$ cat src/rtl/clk_div_multi.sv
// Multi-channel programmable clock divider with square-wave and tick outputs.
// One pending divisor-update slot; a new divisor lands on the target channel's period boundary.
module clk_div_multi #(
    parameter int unsigned CHANNELS    = 4,
    parameter int unsigned DIV_WIDTH   = 27,
    parameter int unsigned DEFAULT_DIV = 10000000,
    localparam int unsigned CHAN_W     = (CHANNELS > 1) ? $clog2(CHANNELS) : 1
) (
    input  logic                 inClock,
    input  logic                 clear,
    input  logic [CHANNELS-1:0]  enable,
    input  logic                 sync_all,
    input  logic                 cfg_valid,
    output logic                 cfg_ready,
    input  logic [CHAN_W-1:0]    cfg_chan,
    input  logic [DIV_WIDTH-1:0] cfg_div,
    output logic [CHANNELS-1:0]  outClock,
    output logic [CHANNELS-1:0]  tick
);

    // Divisors below 2 cannot form a square wave, so they run as 2.
    localparam logic [DIV_WIDTH-1:0] RESET_DIV =
        (DEFAULT_DIV < 2) ? DIV_WIDTH'(2) : DIV_WIDTH'(DEFAULT_DIV);

    function automatic logic [DIV_WIDTH-1:0] clamp_div(input logic [DIV_WIDTH-1:0] d);
        return (d < DIV_WIDTH'(2)) ? DIV_WIDTH'(2) : d;
    endfunction

    logic [CHANNELS-1:0][DIV_WIDTH-1:0] cnt, cnt_nxt;
    logic [CHANNELS-1:0][DIV_WIDTH-1:0] div, div_nxt;
    logic [CHANNELS-1:0]                out_nxt, tick_nxt;
    logic                               pend_valid, pend_valid_nxt;
    logic [CHAN_W-1:0]                  pend_chan, pend_chan_nxt;
    logic [DIV_WIDTH-1:0]               pend_div, pend_div_nxt;
    logic                               applied;
    logic                               wrap;
    logic [DIV_WIDTH-1:0]               half_len;
    logic [DIV_WIDTH-1:0]               cnt_step;

    // Next-state: per-channel counters, pending-slot apply and config capture.
    always_comb begin
        cnt_nxt        = cnt;
        div_nxt        = div;
        out_nxt        = outClock;
        tick_nxt       = tick;
        pend_valid_nxt = pend_valid;
        pend_chan_nxt  = pend_chan;
        pend_div_nxt   = pend_div;
        applied        = 1'b0;
        wrap           = 1'b0;
        half_len       = '0;
        cnt_step       = '0;

        for (int i = 0; i < int'(CHANNELS); i++) begin
            wrap     = (cnt[i] == div[i] - DIV_WIDTH'(1));
            half_len = (div[i] >> 1) + DIV_WIDTH'(div[i][0]);

            if (pend_valid && (pend_chan == CHAN_W'(i)) && (!enable[i] || sync_all || wrap)) begin
                div_nxt[i] = pend_div;
                applied    = 1'b1;
            end

            if (!enable[i] || sync_all) begin
                cnt_nxt[i]  = '0;
                out_nxt[i]  = 1'b0;
                tick_nxt[i] = 1'b0;
            end else begin
                cnt_step    = wrap ? '0 : cnt[i] + DIV_WIDTH'(1);
                cnt_nxt[i]  = cnt_step;
                out_nxt[i]  = (cnt_step >= half_len);
                tick_nxt[i] = wrap;
            end
        end

        if (applied) begin
            pend_valid_nxt = 1'b0;
        end

        // Out-of-range channel requests are accepted and dropped.
        if (cfg_valid && cfg_ready && (32'(cfg_chan) < CHANNELS)) begin
            pend_valid_nxt = 1'b1;
            pend_chan_nxt  = cfg_chan;
            pend_div_nxt   = clamp_div(cfg_div);
        end
    end

    always_ff @(posedge inClock or negedge clear) begin
        if (!clear) begin
            cnt        <= '0;
            div        <= {CHANNELS{RESET_DIV}};
            outClock   <= '0;
            tick       <= '0;
            pend_valid <= 1'b0;
            pend_chan  <= '0;
            pend_div   <= '0;
            cfg_ready  <= 1'b1;
        end else begin
            cnt        <= cnt_nxt;
            div        <= div_nxt;
            outClock   <= out_nxt;
            tick       <= tick_nxt;
            pend_valid <= pend_valid_nxt;
            pend_chan  <= pend_chan_nxt;
            pend_div   <= pend_div_nxt;
            cfg_ready  <= !pend_valid_nxt;
        end
    end

endmodule
$ cat config.mk
export PLATFORM = sky130hd
export DESIGN_NAME = clk_div_multi
export DESIGN_NICKNAME = d
export VERILOG_FILES = /design/src/rtl/clk_div_multi.sv
export SDC_FILE = /design/constraint.sdc
export NUM_CORES = 1
export LEC_CHECK = 0
export ABC_CLOCK_PERIOD_IN_PS = 4550
export CAP_MARGIN = 30
export CORE_MARGIN = 5
export CORE_UTILIZATION = 52
export CTS_BUF_LIST = sky130_fd_sc_hd__clkbuf_8
export CTS_CLUSTER_DIAMETER = 200
export CTS_CLUSTER_SIZE = 25
export DETAILED_ROUTE_END_ITERATION = 12
export PLACE_DENSITY = 0.71
export SYNTH_ARGS = -nofsm -noshare
export SYNTH_HDL_FRONTEND = slang
export SYNTH_SLANG_ARGS = --single-unit
export TNS_END_PERCENT = 1
$ cat constraint.sdc
create_clock -name inClock -period 4.55 [get_ports inClock]
set_input_delay 0.91 -clock inClock [delete_from_list [all_inputs] [get_ports inClock]]
set_output_delay 0.91 -clock inClock [all_outputs]
set_load 0.03 [all_outputs]
==> results by stage <==
STA:
- For the pin with the worst max-slew slack, the measured transition is about 900 ps.
- The final hold violation count was 0.
- Of the available clock period, the critical path in the final layout requires a little under 100%.
- The highest achievable clock rate is between 200 and 250 MHz.
- The final number of setup-violating endpoints is 0.
- The hold slack is 390 ps.
- Setup repair after global routing could not meet its margin everywhere.
- For the finished layout, the period the worst path requires is ~4400 ps.
- Across the routed clock network, the largest skew measured is between 30 and 40 ps.
- Once routing completed, OpenROAD measured the worst setup slack at roughly 120 ps.
- The aggregate negative setup slack is 0 ps.
- The final count of pins violating max slew is 0.
- The worst max-slew margin expressed relative to the limit is 40.9%.

Place:
- Routability-driven placement finished with a final weighted congestion of 0.887.
- Port buffering added 45 buffers.
- The number of placed cells counting well taps is roughly 2700.
- The worst slack at placement is -30.9 ps.
- The sum of net half-perimeters after detailed placement is 39000 um.

Yosys:
- The netlist uses 87 different library cells.
- Counting flops with an async set or reset pin after synthesis yields a share of between 90% and 100%.
- The mean cell area of the mapped netlist is between 9 and 10 sq um.
- The number of synthesized flops with an enable pin is 0.
- In this run, synthesis produced a sequential element count of 255.
- Among all flip-flop cells after synthesis, the most frequent one is dfrtp_1.
- In the post-synthesis netlist, the biggest area contributors are dfrtp_1, ha_1, xnor2_1.
- The top cell type by total area after synthesis is dfrtp_1.
- The area share of the largest cell type after synthesis is 28.6%.
- In the synthesized netlist, the number of instances is approximately 2200.
- Sequential elements use about a third of the synthesized area.
- When the netlist entered floorplanning its net count stood at roughly 2300.
- After synthesis the cells add up to 19400 sq um.
- For this run, the number of Yosys warnings is 0.

Global route:
- The pin count of the biggest net entering global routing is 113.
- For met2 alone, demand over resource in global routing was about two fifths.
- Across every metal layer, demand over resource in global routing totals between 20% and 30%.
- The via count of the first global-routing pass was 15700.
- The total overflow left after global routing is 0.
- In this run the most used layer during global routing was met2.
- The first global-routing pass estimated 82400 um of wire.
- The number of antenna violations at the first check in global routing is 0.
- Global routing consumed, on the met1 layer, a little over a third of the routing resources.
- Global routing consumed, on the met3 layer, between 3 and 4% of the routing resources.

Worst setup path:
- The startpoint kind of the worst setup timing path is a flop.
- The classification of the worst setup path is flop to flop.
- The required arrival time at the worst endpoint is about 5000 ps.
- The peak fanout along the critical path is 6.
- The endpoint arrival time on the critical path is just under 5000 ps.
- STA classifies the critical path endpoint as a flop.

Die:
- Pin placement for this block handled 46 I/O pins.
- The die area is 41400 sq um.
- The horizontal die dimension is 203 um.
- The core region area is roughly 37000 sq um.
- The floorplan has 70 rows.
- The initial utilization of the core area, before any placement, comes to roughly 53%.
- The floorplan step set the die height to a little over 200 um.

Job:
- The tool flagged a number of max-cap violations equal to 0.

Route:
- Summed over all layers, the routed wires come to between 50000 and 60000 um.
- The via density per instance is just under 6.
- Across all layers, the routed design uses approximately 16000 vias.
- Once detail routing completed, the nets flagged for antenna violations numbered 0.
- The number of remaining DRC errors is 0.
- The mean routed wirelength per cell is 18.8 um.
- The first TritonRoute pass finished after 5 iterations.
- The number of DRC markers in iteration 0 is about 1200.

CTS:
- Clock-pin slew was measured on the worst setup and hold paths at around 160 ps.
- For this design, the CTS-stage hold fixing added 0 buffers.
- TritonCTS built the clock tree.
- Clock latency on the worst-skew pair, taken at its later pin, is approximately 570 ps.
- The number of levels in the clock H-tree is 1.
- No sink is reached through more buffers than the 3 on the longest clock path.
- The number of clock buffers inserted by TritonCTS is 14.
- The clock tree root driver cell is clkbuf_8.
- The total clock sinks is between 200 and 300.

Final layout:
- The count of cells in the finished layout, fillers not included, comes to 2708.
- The fraction of final layout cells sized beyond drive strength 1 is between 10% and 20%.
- After filler insertion, the fill cell instance count of the layout stands at 3196.
- In the layout the commonest cells are nor2_1, dfrtp_1, xnor2_1, xor2_1, buf_4.
- The commonest non-fill, non-tap cell in the layout is nor2_1.
- The net count reported at finish is 2393.
- The signed area change from the synthesized netlist to the final layout is 11.1%.

Power:
- Summed over all cells, the static leakage comes to roughly 9.2 nW.
- Across the VDD grid, the largest voltage drop is between 0.0002 and 0.0003 V.
- Power spread over the standard cell area amounts to 497 nW/um^2.

Run status:
- The flow ran to the end, and the final reports show no timing, DRC or antenna violations.

Hold path:
- The type of the most critical hold path is primary input to async pin.
-- where the power goes --
group / internal, W / switching (W)
Combinational: 0.00272 / 0.00282
Clock: 0.000322 / 0.000762
Sequential: 0.00302 / 0.00111
-- layer usage --
layer / vias up / wire length [um] / part of all wire, %
li1: 7738 / - / -
met3: 65 / 2690 / 5.3
met4: 0 / 1120 / 2.2
met2: 437 / 22800 / 45
met5: - / 0 / 0
met1: 7804 / 24200 / 48
-- synthesized netlist by cell type, drive strengths merged, types with 11 or more instances --
| cell | count |
|---|---|
| a211oi | 12 |
| a21o | 26 |
| a21oi | 35 |
| a31oi | 11 |
| and2 | 13 |
| and3 | 50 |
| buf | 31 |
| clkbuf | 100 |
| dfrtp | 222 |
| dfstp | 33 |
| ha | 124 |
| inv | 45 |
| mux2 | 132 |
| nand2 | 122 |
| nand2b | 17 |
| nand3 | 107 |
| nand4 | 56 |
| nor2 | 289 |
| nor2b | 26 |
| nor3 | 79 |
| nor4 | 44 |
| o211ai | 12 |
| o21a | 15 |
| o21ai | 48 |
| or2 | 15 |
| or3 | 18 |
| or4 | 20 |
| xnor2 | 166 |
| xor2 | 158 |
-- worst max-delay path, cell delays in order (launching register included) --
cell and delay (ps):
dfrtp_1 410, or4_4 520, buf_6 130, or4_4 540, nor3_4 190, xnor2_1 140
nand4b_1 130, nor4_2 300, and3_4 280, buf_4 130, clkbuf_16 130, nor2_1 40
ha_1 190, a21o_1 170, a21o_1 170, a21oi_1 140, o21ai_0 100, a211o_1 260
a221oi_2 260, o21ai_1 100
-- cell type report --
class                      count  area [sq um]  area share, %
antenna                        1          2.50         0.0116
clock buffer                  15           206          0.956
clock inverter                 8          46.3          0.214
inverter                      45           169          0.782
multi-input combinational   1723         12500           58.0
sequential                   255          6430           29.7
tap                          468           586           2.71
timing repair buffer         193          1640           7.60
-- worst paths after layout --
check                      cells past startpoint          end  slack [ps]     from
setup / recovery                              19  outClock[3]         120  div[87]
hold / removal                                 1      cnt[28]         390    clear
setup reg to reg                              19  outClock[3]         120  div[87]
hold reg to reg                                1      cnt[27]         550  cnt[27]
max in group asynchronous                      2      div[10]        3140    clear
min in group inClock                           1      cnt[27]         550  cnt[27]
-- cell families after synthesis --
family | Yosys count | synth area share (%)
simple gates | 912 | 24.3
xor+xnor | 324 | 14.6
flops | 255 | 33.0
compound gates | 221 | 7.76
buf+inv | 176 | 3.75
mux | 142 | 8.55
fa+ha+maj | 124 | 7.98
-- registers in the layout, indices dropped and copies added (netlist names) --
register    cells
cnt           108
pend_chan       2
outClock        4
div           108
pend_div       27
cfg_ready       1
tick            4
pend_valid      1
-- per-stage QoR --
stage               area [sq um]  power [W]  util (%)
finish                     21600     0.0107      58.7
global route               21600     0.0115      58.7
CTS                        21300     0.0105      57.9
detailed placement         21000    0.00942      57.2
global placement           21000    0.00923      57.2
floorplan                  19500    0.00762         -
-- timing repair --
item / CTS / global route
cloned: 0 / 2
setup buffers: 0 / 8
pin swaps: 0 / 25
gates resized for setup: 3 / 52
endpoints found under the setup margin: 2 / 4
No activity file was read; power rests on OpenSTA's default activity.
